===== src/rtl/seq_alu_pkg.sv =====
//------------------------------------------------------------------------------
// Module : seq_alu_pkg
// Brief  : Opcodes, controller states and NZVC flag bit positions for seq_alu.
// Rev    : 1.0  initial release
//------------------------------------------------------------------------------
`default_nettype none

package seq_alu_pkg;

  localparam logic [3:0] c_OP_ADD = 4'd0;
  localparam logic [3:0] c_OP_SUB = 4'd1;
  localparam logic [3:0] c_OP_AND = 4'd2;
  localparam logic [3:0] c_OP_OR  = 4'd3;
  localparam logic [3:0] c_OP_XOR = 4'd4;
  localparam logic [3:0] c_OP_INC = 4'd5;
  localparam logic [3:0] c_OP_DEC = 4'd6;
  localparam logic [3:0] c_OP_ADC = 4'd7;
  localparam logic [3:0] c_OP_SBC = 4'd8;
  localparam logic [3:0] c_OP_SHL = 4'd9;
  localparam logic [3:0] c_OP_SHR = 4'd10;
  localparam logic [3:0] c_OP_ASR = 4'd11;
  localparam logic [3:0] c_OP_CMP = 4'd12;
  localparam logic [3:0] c_OP_MUL = 4'd13;

  typedef enum logic [0:0] {
    IDLE    = 1'b0,
    MUL_RUN = 1'b1
  } state_t;

  localparam int c_FLAG_N = 3;
  localparam int c_FLAG_Z = 2;
  localparam int c_FLAG_V = 1;
  localparam int c_FLAG_C = 0;

  function automatic logic [3:0] pack_flags(input logic n, input logic z,
                                            input logic v, input logic c);
    return {n, z, v, c};
  endfunction

endpackage

`default_nettype wire


===== src/rtl/seq_alu_mul.sv =====
//------------------------------------------------------------------------------
// Module : seq_alu_mul
// Brief  : Unsigned shift-add multiplier, one partial product per clock.
// Rev    : 1.0  initial release
//------------------------------------------------------------------------------
`default_nettype none

module seq_alu_mul #(
  parameter int DATA_WIDTH = 8
) (
  input  logic                  clock,
  input  logic                  reset,
  input  logic                  start,
  input  logic [DATA_WIDTH-1:0] multiplicand,
  input  logic [DATA_WIDTH-1:0] multiplier,
  output logic                  done,
  output logic [DATA_WIDTH-1:0] product_hi,
  output logic [DATA_WIDTH-1:0] product_lo
);

  localparam int c_CW = $clog2(DATA_WIDTH);

  logic                  r_busy;
  logic [c_CW-1:0]       r_count;
  logic [DATA_WIDTH-1:0] r_mcand;
  logic [DATA_WIDTH-1:0] r_hi;
  logic [DATA_WIDTH-1:0] r_lo;
  logic [DATA_WIDTH:0]   w_sum;

  // done and product describe the state after the iteration in progress, so
  // the caller can register the final product on the same edge it completes.
  assign w_sum      = {1'b0, r_hi} + (r_lo[0] ? {1'b0, r_mcand} : '0);
  assign done       = r_busy && (r_count == c_CW'(DATA_WIDTH - 1));
  assign product_hi = w_sum[DATA_WIDTH:1];
  assign product_lo = {w_sum[0], r_lo[DATA_WIDTH-1:1]};

  always_ff @(posedge clock or posedge reset) begin
    if (reset) begin
      r_busy  <= 1'b0;
      r_count <= '0;
      r_mcand <= '0;
      r_hi    <= '0;
      r_lo    <= '0;
    end else if (start) begin
      r_busy  <= 1'b1;
      r_count <= '0;
      r_mcand <= multiplicand;
      r_hi    <= '0;
      r_lo    <= multiplier;
    end else if (r_busy) begin
      r_hi    <= product_hi;
      r_lo    <= product_lo;
      r_count <= r_count + c_CW'(1);
      if (done) begin
        r_busy <= 1'b0;
      end
    end
  end

endmodule

`default_nettype wire


===== src/rtl/seq_alu.sv =====
//------------------------------------------------------------------------------
// Module : seq_alu
// Brief  : Registered handshake ALU with sticky NZVC flags; the multi-cycle
//          multiplier is built only when SEQ_ALU_MUL_EN is defined.
// Rev    : 1.0  initial release
//------------------------------------------------------------------------------
`default_nettype none

module seq_alu
  import seq_alu_pkg::*;
#(
  parameter int DATA_WIDTH = 8
) (
  input  logic                  clock,
  input  logic                  reset,
  input  logic                  in_valid,
  output logic                  in_ready,
  input  logic [3:0]            opcode,
  input  logic [DATA_WIDTH-1:0] operand1,
  input  logic [DATA_WIDTH-1:0] operand2,
  input  logic                  flag_clear,
  output logic                  out_valid,
  output logic [DATA_WIDTH-1:0] aluResult,
  output logic [DATA_WIDTH-1:0] aluResultHi,
  output logic [3:0]            NZVCflags
);

  localparam int c_MSB = DATA_WIDTH - 1;

  state_t                r_state;
  logic                  r_out_valid;
  logic [DATA_WIDTH-1:0] r_result;
  logic [DATA_WIDTH-1:0] r_result_hi;
  logic [3:0]            r_flags;

  logic                  w_accept;
  logic                  w_start_mul;
  logic [3:0]            w_base;
  logic [DATA_WIDTH-1:0] w_b;
  logic                  w_ci;
  logic [DATA_WIDTH:0]   w_sum;
  logic [DATA_WIDTH:0]   w_dif;
  logic                  w_add_v;
  logic                  w_sub_v;
  logic [DATA_WIDTH-1:0] w_res;
  logic                  w_c;
  logic                  w_v;
  logic                  w_upd;
  logic                  w_hold;
  logic [3:0]            w_flags;
  logic                  w_mul_done;
  logic [DATA_WIDTH-1:0] w_mul_hi;
  logic [DATA_WIDTH-1:0] w_mul_lo;
  logic [3:0]            w_mul_flags;

  assign in_ready    = (r_state == IDLE);
  assign out_valid   = r_out_valid;
  assign aluResult   = r_result;
  assign aluResultHi = r_result_hi;
  assign NZVCflags   = r_flags;
  assign w_accept    = in_valid && in_ready;

  // A same-cycle flag_clear takes effect before ADC/SBC read the stored carry.
  assign w_base  = flag_clear ? 4'b0000 : r_flags;
  assign w_b     = (opcode == c_OP_INC || opcode == c_OP_DEC) ? DATA_WIDTH'(1) : operand2;
  assign w_ci    = (opcode == c_OP_ADC || opcode == c_OP_SBC) && w_base[c_FLAG_C];
  assign w_sum   = {1'b0, operand1} + {1'b0, w_b} + {{DATA_WIDTH{1'b0}}, w_ci};
  assign w_dif   = {1'b0, operand1} - {1'b0, w_b} - {{DATA_WIDTH{1'b0}}, w_ci};
  assign w_add_v = (operand1[c_MSB] == w_b[c_MSB]) && (w_sum[c_MSB] != operand1[c_MSB]);
  assign w_sub_v = (operand1[c_MSB] != w_b[c_MSB]) && (w_dif[c_MSB] != operand1[c_MSB]);

  always_comb begin
    w_res   = '1;
    w_c     = w_base[c_FLAG_C];
    w_v     = 1'b0;
    w_upd   = 1'b1;
    w_hold  = 1'b0;
    case (opcode)
      c_OP_ADD, c_OP_INC, c_OP_ADC: begin
        w_res = w_sum[c_MSB:0];
        w_c   = w_sum[DATA_WIDTH];
        w_v   = w_add_v;
      end
      c_OP_SUB, c_OP_DEC, c_OP_SBC, c_OP_CMP: begin
        w_res  = w_dif[c_MSB:0];
        w_c    = w_dif[DATA_WIDTH];
        w_v    = w_sub_v;
        w_hold = (opcode == c_OP_CMP);
      end
      c_OP_AND: w_res = operand1 & operand2;
      c_OP_OR:  w_res = operand1 | operand2;
      c_OP_XOR: w_res = operand1 ^ operand2;
      c_OP_SHL: begin
        w_res = {operand1[c_MSB-1:0], 1'b0};
        w_c   = operand1[c_MSB];
      end
      c_OP_SHR: begin
        w_res = {1'b0, operand1[c_MSB:1]};
        w_c   = operand1[0];
      end
      c_OP_ASR: begin
        w_res = {operand1[c_MSB], operand1[c_MSB:1]};
        w_c   = operand1[0];
      end
      default: w_upd = 1'b0;
    endcase
    w_flags = w_upd ? pack_flags(w_res[c_MSB], (w_res == '0), w_v, w_c) : w_base;
  end

`ifdef SEQ_ALU_MUL_EN
  assign w_start_mul = (opcode == c_OP_MUL);

  seq_alu_mul #(
    .DATA_WIDTH (DATA_WIDTH)
  ) u_mul (
    .clock        (clock),
    .reset        (reset),
    .start        (w_accept && w_start_mul),
    .multiplicand (operand1),
    .multiplier   (operand2),
    .done         (w_mul_done),
    .product_hi   (w_mul_hi),
    .product_lo   (w_mul_lo)
  );
`else
  assign w_start_mul = 1'b0;
  assign w_mul_done  = 1'b0;
  assign w_mul_hi    = '0;
  assign w_mul_lo    = '0;
`endif

  assign w_mul_flags = pack_flags(w_mul_hi[c_MSB], ({w_mul_hi, w_mul_lo} == '0),
                                  (w_mul_hi != '0), (w_mul_hi != '0));

  always_ff @(posedge clock or posedge reset) begin
    if (reset) begin
      r_state     <= IDLE;
      r_out_valid <= 1'b0;
      r_result    <= '0;
      r_result_hi <= '0;
      r_flags     <= '0;
    end else begin
      r_out_valid <= 1'b0;
      if (flag_clear) begin
        r_flags <= '0;
      end
      case (r_state)
        IDLE: begin
          if (w_accept) begin
            if (w_start_mul) begin
              r_state <= MUL_RUN;
            end else begin
              r_out_valid <= 1'b1;
              r_flags     <= w_flags;
              if (!w_hold) begin
                r_result    <= w_res;
                r_result_hi <= '0;
              end
            end
          end
        end
        MUL_RUN: begin
          if (w_mul_done) begin
            r_state     <= IDLE;
            r_out_valid <= 1'b1;
            r_result    <= w_mul_lo;
            r_result_hi <= w_mul_hi;
            r_flags     <= w_mul_flags;
          end
        end
        default: r_state <= IDLE;
      endcase
    end
  end

endmodule

`default_nettype wire


===== config.mk =====
export PLATFORM = sky130hd
export DESIGN_NAME = seq_alu
export DESIGN_NICKNAME = d
export VERILOG_FILES = /design/src/rtl/seq_alu_pkg.sv /design/src/rtl/seq_alu_mul.sv /design/src/rtl/seq_alu.sv
export SDC_FILE = /design/constraint.sdc
export NUM_CORES = 1
export LEC_CHECK = 0
export ABC_CLOCK_PERIOD_IN_PS = 3300
export BUFFER_PORTS_ARGS = -buffer_cell sky130_fd_sc_hd__buf_2
export CAP_MARGIN = 10
export CORE_ASPECT_RATIO = 0.8
export CORE_MARGIN = 8
export CORE_UTILIZATION = 50
export CTS_CLUSTER_DIAMETER = 60
export DETAILED_ROUTE_END_ITERATION = 8
export HOLD_SLACK_MARGIN = 0.1
export PLACE_DENSITY = 0.79
export RECOVER_POWER = 25
export SLEW_MARGIN = 5
export SYNTH_ARGS = -nofsm -noshare
export SYNTH_HDL_FRONTEND = slang
export SYNTH_SLANG_ARGS = --single-unit

===== constraint.sdc =====
create_clock -name clock -period 3.3 [get_ports clock]
set_input_delay 0.66 -clock clock [delete_from_list [all_inputs] [get_ports clock]]
set_output_delay 0.66 -clock clock [all_outputs]
set_load 0.05 [all_outputs]

==> results of run 1 <==
==> cells by family after synthesis <==
group           share of synthesized area
fa+ha+maj                           0.221
flops                               0.133
simple gates                        0.228
buf+inv                             0.112
other cells                       0.00306
xor+xnor                           0.0357
mux                                0.0138
compound gates                      0.254
==> cells in the mapped netlist (all sizes together) (2+ instances only) <==
library cell | instances | area share
nor4 | 2 | 0.0051
o21a | 3 | 0.0092
nand3 | 5 | 0.010
a211oi | 2 | 0.0061
a32o | 2 | 0.0082
a32oi | 2 | 0.0071
a2111oi | 2 | 0.0071
inv | 36 | 0.055
nor3b | 5 | 0.015
buf | 16 | 0.046
o31ai | 2 | 0.0061
a22o | 2 | 0.0071
a221oi | 2 | 0.0071
nor2b | 11 | 0.028
mux2 | 3 | 0.014
o21bai | 4 | 0.012
fa | 4 | 0.033
conb | 2 | 0.0031
a22oi | 3 | 0.0092
a31oi | 6 | 0.015
nor3 | 7 | 0.016
o211ai | 2 | 0.0061
a2bb2oi | 2 | 0.0071
o2111ai | 2 | 0.0071
o21ai | 27 | 0.055
o221a | 2 | 0.0092
o32ai | 2 | 0.0071
a21oi | 13 | 0.027
xnor2 | 7 | 0.025
clkbuf | 7 | 0.011
nor2 | 14 | 0.021
dfrtp | 13 | 0.13
xor2 | 3 | 0.011
nor4b | 2 | 0.013
nand2 | 31 | 0.047
ha | 37 | 0.19
and2 | 10 | 0.026
nand2b | 7 | 0.018
o221ai | 3 | 0.011
or3 | 3 | 0.0097
==> what timing repair did <==
item,in CTS,in global routing
endpoints found under the setup margin,4,7
resized for setup,4,42
pin swaps,2,15
setup buffers,2,1
==> power by group through the flow <==
| stage | combinational, uW | sequential [uW] | clock [uW] |
|---|---|---|---|
| final | 684 | 195 | 140 |
| after global routing | 736 | 199 | 151 |
| after CTS | 628 | 196 | 143 |
| after detailed placement | 617 | 199 | 0 |
| after global placement | 604 | 197 | 0 |
| after floorplan | 331 | 289 | 0 |
==> layout by cell type, fill, tap and decap left out, types with 3 or more instances in the layout <==
cell                       Yosys  layout
sky130_fd_sc_hd__nor2_1       14      12
sky130_fd_sc_hd__nor2b_1      11       8
sky130_fd_sc_hd__buf_2         4      32
sky130_fd_sc_hd__buf_4         9      49
sky130_fd_sc_hd__buf_6         2       5
sky130_fd_sc_hd__nor3_1        6       6
sky130_fd_sc_hd__ha_4          0       7
sky130_fd_sc_hd__o21bai_1      4       3
sky130_fd_sc_hd__nand2_2       0       3
sky130_fd_sc_hd__o21ai_0      27      23
sky130_fd_sc_hd__nand2b_1      7       6
sky130_fd_sc_hd__and2_4        0       3
sky130_fd_sc_hd__xor2_1        3       3
sky130_fd_sc_hd__nor3b_1       5       4
sky130_fd_sc_hd__nand3_1       5       5
sky130_fd_sc_hd__a21oi_1      13      11
sky130_fd_sc_hd__inv_2         0       3
sky130_fd_sc_hd__o221ai_1      3       3
sky130_fd_sc_hd__xnor2_1       7       7
sky130_fd_sc_hd__clkbuf_8      0       3
sky130_fd_sc_hd__conb_1        2       9
sky130_fd_sc_hd__a31oi_1       6       6
sky130_fd_sc_hd__dfrtp_1      13      13
sky130_fd_sc_hd__ha_1         37      28
sky130_fd_sc_hd__and2_1        9       6
sky130_fd_sc_hd__o21a_1        3       3
sky130_fd_sc_hd__nand2_1      31      28
sky130_fd_sc_hd__a22oi_1       3       3
sky130_fd_sc_hd__mux2_2        3       3
sky130_fd_sc_hd__fa_2          0       4
sky130_fd_sc_hd__inv_1        36      33
==> worst reg2reg max path: cells and delay by family (launching register included) <==
family	cells	cell delay [ns]
AOI/OAI and AO/OA	4	0.67
adders and majority gates	2	0.75
and+or+nand+nor	4	0.91
DFF	1	0.37
buffers and inverters	3	0.25
==> through the flow <==
stage	setup TNS, ns	utilization	cells
2_1_floorplan	-0.763	-	328
3_3_place_gp	-1.18	0.656	450
3_5_place_dp	-1.81	0.656	450
4_1_cts	-0.0127	0.671	456
5_1_grt	-0.163	0.705	457
6_report	-0.00210	0.705	457
==> state kept, by name (all words and copies together) (netlist names) <==
register,flops
aluResult,8
out_valid,1
NZVCflags,4
==> area by class of cell <==
type	count	area (um^2)
fill	389	1370
tap	60	75.1
inverter	36	135
clock buffer	4	45.0
multi-input combinational	256	2100
sequential	13	325
timing repair buffer	88	603
==> per-layer routing <==
metal  routed length [um]  GRT usage
met1                 3450      0.284
met3                  760     0.0219
met4                  329     0.0979
met5                    0          0
met2                 3630      0.316
==> how the worst max path moves through the flow <==
stage	depth (start not counted)	to	startpoint	slack, ns
after floorplan	15	NZVCflags[2]	opcode[1]	-0.24
after global placement	14	NZVCflags[2]	opcode[0]	-0.25
after detailed placement	15	NZVCflags[2]	opcode[0]	-0.32
after CTS	15	NZVCflags[2]	opcode[0]	-0.01
after global routing	16	NZVCflags[2]	opcode[2]	-0.15
final	15	NZVCflags[2]	opcode[2]	-0.002
==> reports/qor.yml, run 1 <==
final_layout:
  post_route_cells_drive_above_1_share: 0.350
  insertedDiodeCount: 0
  layout-area-overhead-vs-synth_pct: 33.8
  final_nets: 463
  final_area_um2: 3280
critical_path:
  critical_path.top_delay_family: "simple AND/OR/NAND/NOR gates"
  arrival_ns: 3.43
  setup.worst_path.start_class: "input pin"
  critical_path.reg2reg.startpoint: "NZVCflags[0]"
  reg2regPathDepth: 13
  timing.critical_path.fanout_max: 4
  worstPathCellList: "buf_2 -> nor2b_2 -> nand2_1 -> o21ai_2 -> nand2_2 -> inv_2 -> fa_2 -> buf_6 -> ha_4 -> o21ai_4 -> a21boi_2 -> o221a_2 -> or4b_4 -> and4_4 -> a31o_1"
  capture_instance_of_the_worst_register_to_register_path: "NZVCflags[2]"
  path_type_of_the_worst_setup_path: "in -> reg"
  rrSetupSlack_ns: 0.21
  worst_path_max_delay_cell: "sky130_fd_sc_hd__or4b_4"
  timing.critical_path.required_ns: 3.43
  worst_path_largest_cell_delay_ns: 0.51
  worstSetupEndpointType: "flip-flop"
  critical_path_buf_inv_count: 3
clocking:
  register_clock_pin_slew_on_the_reported_worst_setup_and_hold_paths_ns: 0.05
  hold_buffers: 0
  cts_buffers: 3
  clk_latency_ns: 0.24
  clockBufferDepth: 2
  tritoncts: "yes"
  cts.htree.levels: 1
  tritoncts_num_sinks: 13
  clockRootBuffer: "sky130_fd_sc_hd__clkbuf_8"
timing:
  max_frequency_ghz: 0.303
  relSlewSlack: 0.588
  final.period_utilization: 1.00
  rsz0062_at_grt: "yes"
  worstMarginPinSlew_ns: 0.615
  fin_crit_ns: 3.30
  finalHoldViolCount: 0
  postLayoutSetupSlackWorst_ns: -0.00210
  setup_viol_count_final: 1
  worst_hold_margin_ns: 0.426
  finalClockSkew_ns: 0.00277
  finalMaxSlewViolations: 0
floorplanning:
  fp-row-count: 22
  die_x_um: 94.3
  die_span_y_um: 78.6
  die_area_um2: 7420
  core_um2: 4650
  effective_utilization_at_floorplan: 0.527
  pin_count: 46
yosys:
  dominantRegCellSynth: "sky130_fd_sc_hd__dfrtp_1"
  mean_cell_area_of_the_mapped_netlist_um2: 7.64
  synth_area_um2: 2450
  postSynthRegisterBits: 13
  yosys_warnings: 0
  ys_types: 60
  synth_cells: 321
  asyncSetResetFlopFracSynth: 1.00
  sequential_element_share_of_the_synthesized_area: 0.133
  number_of_enable_flip_flop_cells_after_synthesis: 0
route:
  wirelength_um: 8170
  via_per_inst: 6.09
  detailroute.via_count: 2785
  post_drt_wl_per_cell_um: 17.9
  detail_route.drc_violations: 0
  drt_first_pass_iters: 5
  detail-route-antenna-nets: 0
  first_iteration_detailed_routing_drc_count: 392
power:
  power.ir.vdd_worst_mv: 0.261
  p_int_uw: 549
  power_frac_clock: 0.137
  static-leakage-power_uw: 0.00152
  sequentialPowerShare: 0.192
  p_sw_uw: 470
  powerDensity_nw_per_um2: 311
  switching_share: 0.462
  post-layout-total-power_uw: 1020
  comb_power_share: 0.671
placed_design:
  globalplace.congestion: 0.978
  half_perimeter_wire_length_after_detailed_placement_um: 6280
  postPlaceCellArea_um2: 3050
  io_buffers: 36
  placement.setup.worst_slack_ns: -0.319
global_routing:
  global_route.overflow_total: 0
  groute.usage.overall: 0.208
  antenna_found_initial: 0
  grt_start_max_net_pins: 24
  grt_first_pass_wirelength_um: 12700
  grt_pass1_vias: 2599
status:
  failed_checks: "negative setup slack"
  status: "complete, but fails checks"
job:
  drv.max_cap_violation_count: 0
worst_hold_path:
  worstHoldPathType: "in -> async"
No activity file was read; power rests on OpenSTA's default activity.
==> inputs of run 2 (changes only) <==
--- a/config.mk
+++ b/config.mk
@@ -8,14 +8,12 @@
 export ABC_CLOCK_PERIOD_IN_PS = 3300
 export BUFFER_PORTS_ARGS = -buffer_cell sky130_fd_sc_hd__buf_2
 export CAP_MARGIN = 10
-export CORE_ASPECT_RATIO = 0.8
 export CORE_MARGIN = 8
 export CORE_UTILIZATION = 50
 export CTS_CLUSTER_DIAMETER = 60
 export DETAILED_ROUTE_END_ITERATION = 8
 export HOLD_SLACK_MARGIN = 0.1
 export PLACE_DENSITY = 0.79
-export RECOVER_POWER = 25
 export SLEW_MARGIN = 5
 export SYNTH_ARGS = -nofsm -noshare
 export SYNTH_HDL_FRONTEND = slang
==> reports/qor.yml, run 2 (synthesis gave the netlist of run 1 again) <==
status:
  status: "complete, no violations"  # was complete, but fails checks
timing:
  worst_hold_margin_ns: 0.433  # was 0.426 ns
  final.period_utilization: 0.984  # was 1.00
  worstMarginPinSlew_ns: 0.671  # was 0.615 ns
  fin_tns_setup_ns: 0  # was -0.00210 ns
  finalHoldViolCount: 0  # unchanged
  relSlewSlack: 0.551  # was 0.588
  finalMaxSlewViolations: 0  # unchanged
  rsz0062_at_grt: "yes"  # unchanged
  max_frequency_ghz: 0.308  # was 0.303 GHz
  fin_crit_ns: 3.25  # was 3.30 ns
  finalClockSkew_ns: 0.00147  # was 0.00277 ns
  setup_viol_count_final: 0  # was 1
floorplanning:
  effective_utilization_at_floorplan: 0.519  # was 0.527
  fp-row-count: 25  # was 22
  die_area_um2: 7400  # was 7420 um^2
  die_x_um: 86.0  # was 94.3 um
  core_um2: 4720  # was 4650 um^2
  pin_count: 46  # unchanged
  die_span_y_um: 86.0  # was 78.6 um
global_routing:
  grt_start_max_net_pins: 35  # was 24
  groute.usage.overall: 0.197  # was 0.208
  antenna_found_initial: 0  # unchanged
  global_route.overflow_total: 0  # unchanged
  grt_first_pass_wirelength_um: 12000  # was 12700 um
  grt_pass1_vias: 2563  # was 2599
critical_path:
  setup.worst_path.start_class: "input pin"  # unchanged
  worst_path_largest_cell_delay_ns: 0.46  # was 0.51 ns
  critical_path.top_delay_family: "simple AND/OR/NAND/NOR gates"  # unchanged
  worst_path_max_delay_cell: "sky130_fd_sc_hd__or4b_1"  # was sky130_fd_sc_hd__or4b_4
  arrival_ns: 3.37  # was 3.43 ns
  timing.critical_path.required_ns: 3.43  # about the same
  worstPathCellList: "buf_2 -> nand2b_1 -> o21bai_4 -> buf_4 -> and2_4 -> ha_4 -> inv_1 -> ha_2 -> or3_1 -> o221a_2 -> or4b_1 -> and4_4 -> a31o_1"  # was buf_2 -> nor2b_2 -> nand2_1 -> o21ai_2 -> nand2_2 -> inv_2 -> fa_2 -> buf_6 -> ha_4 -> o21ai_4 -> a21boi_2 -> o221a_2 -> or4b_4 -> and4_4 -> a31o_1
  timing.critical_path.fanout_max: 7  # was 4
  critical_path_buf_inv_count: 3  # unchanged
  path_type_of_the_worst_setup_path: "in -> reg"  # unchanged
  worstSetupEndpointType: "flip-flop"  # unchanged
final_layout:
  layout.cells.most_common: "sky130_fd_sc_hd__buf_4"  # unchanged
  largest_register_ff_count: 8  # unchanged
  layout-area-overhead-vs-synth_pct: 27.2  # was 33.8%
  layout_common_cells: "sky130_fd_sc_hd__buf_4 (44), sky130_fd_sc_hd__inv_1 (36), sky130_fd_sc_hd__buf_2 (36)"  # was sky130_fd_sc_hd__buf_4 (49), sky130_fd_sc_hd__inv_1 (33), sky130_fd_sc_hd__buf_2 (32)
  post_route_cells_drive_above_1_share: 0.300  # was 0.350
  insertedDiodeCount: 0  # unchanged
  num-fill-cells: 423  # was 389
  layout.cells.non_filler: 457  # unchanged
  final_nets: 456  # was 463
worst_hold_path:
  worstHoldPathType: "in -> async"  # unchanged
route:
  detail_route.drc_violations: 0  # unchanged
  detail-route-antenna-nets: 0  # unchanged
  detailroute.via_count: 2593  # was 2785
  wirelength_um: 7330  # was 8170 um
  post_drt_wl_per_cell_um: 16.0  # was 17.9 um
  via_per_inst: 5.67  # was 6.09
  drt_first_pass_iters: 5  # unchanged
  first_iteration_detailed_routing_drc_count: 259  # was 392
power:
  static-leakage-power_uw: 0.00147  # was 0.00152 uW
  power.ir.vdd_worst_mv: 0.186  # was 0.261 mV
  powerDensity_nw_per_um2: 308  # was 311 nW/um^2
placed_design:
  globalplace.congestion: 0.928  # was 0.978
  dp.cells: 453  # was 450
  half_perimeter_wire_length_after_detailed_placement_um: 5910  # was 6280 um
  io_buffers: 36  # unchanged
clocking:
  hold_buffers: 0  # unchanged
  cts_buffers: 3  # unchanged
  register_clock_pin_slew_on_the_reported_worst_setup_and_hold_paths_ns: 0.05  # about the same
  tritoncts_num_sinks: 13  # unchanged
  cts.htree.levels: 1  # unchanged
  tritoncts: "yes"  # unchanged
  clockRootBuffer: "sky130_fd_sc_hd__clkbuf_8"  # unchanged
  clockBufferDepth: 2  # unchanged
  clk_latency_ns: 0.24  # about the same
job:
  drv.max_cap_violation_count: 0  # unchanged
==> run 2: cell types whose count changed in the layout (fill, tap and decap cells not counted), moves of 3 or more <==
| cell | delta |
|---|---|
| sky130_fd_sc_hd__buf_4 | -5 |
| sky130_fd_sc_hd__buf_2 | +4 |
| sky130_fd_sc_hd__buf_6 | -4 |
| sky130_fd_sc_hd__ha_4 | -4 |
| sky130_fd_sc_hd__inv_1 | +3 |
| sky130_fd_sc_hd__inv_2 | -3 |
==> run 2: what timing repair did <==
action	4_1_cts	5_1_grt
setup endpoints to repair	3	7
pin swaps	3	1
gates resized for setup	6	9
buffers inserted	0	0
==> run 2: metal layers <==
metal	routed length, um	global-route usage	vias to the layer above
met3	486	0.0191	10
met4	64	0.0589	0
met5	0	0	-
met1	3150	0.242	1227
li1	-	-	1257
met2	3630	0.348	99
==> run 2: final timing paths <==
check | from | end | slack, ns | cells after the start
worst max-delay path | opcode[3] | NZVCflags[2] | 0.05 | 13
worst min-delay path | reset | NZVCflags[0] | 0.43 | 2
worst max register to register | NZVCflags[0] | NZVCflags[2] | 0.37 | 11
worst min register to register | aluResult[6] | aluResult[6] | 0.48 | 2
max in group asynchronous | reset | aluResult[7] | 2.54 | 2
min in group clock | aluResult[6] | aluResult[6] | 0.48 | 2
==> run 2: stage by stage <==
stage               power (uW)  cell area (um^2)  setup slack, ns  utilization
global route              1020              3120          -0.0776        0.661
global placement           791              3030           -0.318        0.641
detailed placement         803              3030           -0.359        0.641
CTS                        951              3100          0.00432        0.656
floorplan                  620              2610           -0.239            -
finish                     960              3120           0.0526        0.661
==> run 2: cell type report <==
type | count | area, um^2 | area share
clock buffer | 4 | 45.0 | 0.0144
inverter | 36 | 135 | 0.0433
tap | 67 | 83.8 | 0.0269
multi-input combinational | 256 | 2010 | 0.644
sequential | 13 | 325 | 0.104
timing repair buffer | 81 | 522 | 0.167
==> run 2: power breakdown <==
group / leakage [uW] / internal (uW) / switching (uW)
clock: 0.0000228 / 84.9 / 51.3
combinational: 0.00129 / 248 / 381
sequential: 0.000158 / 185 / 10.8
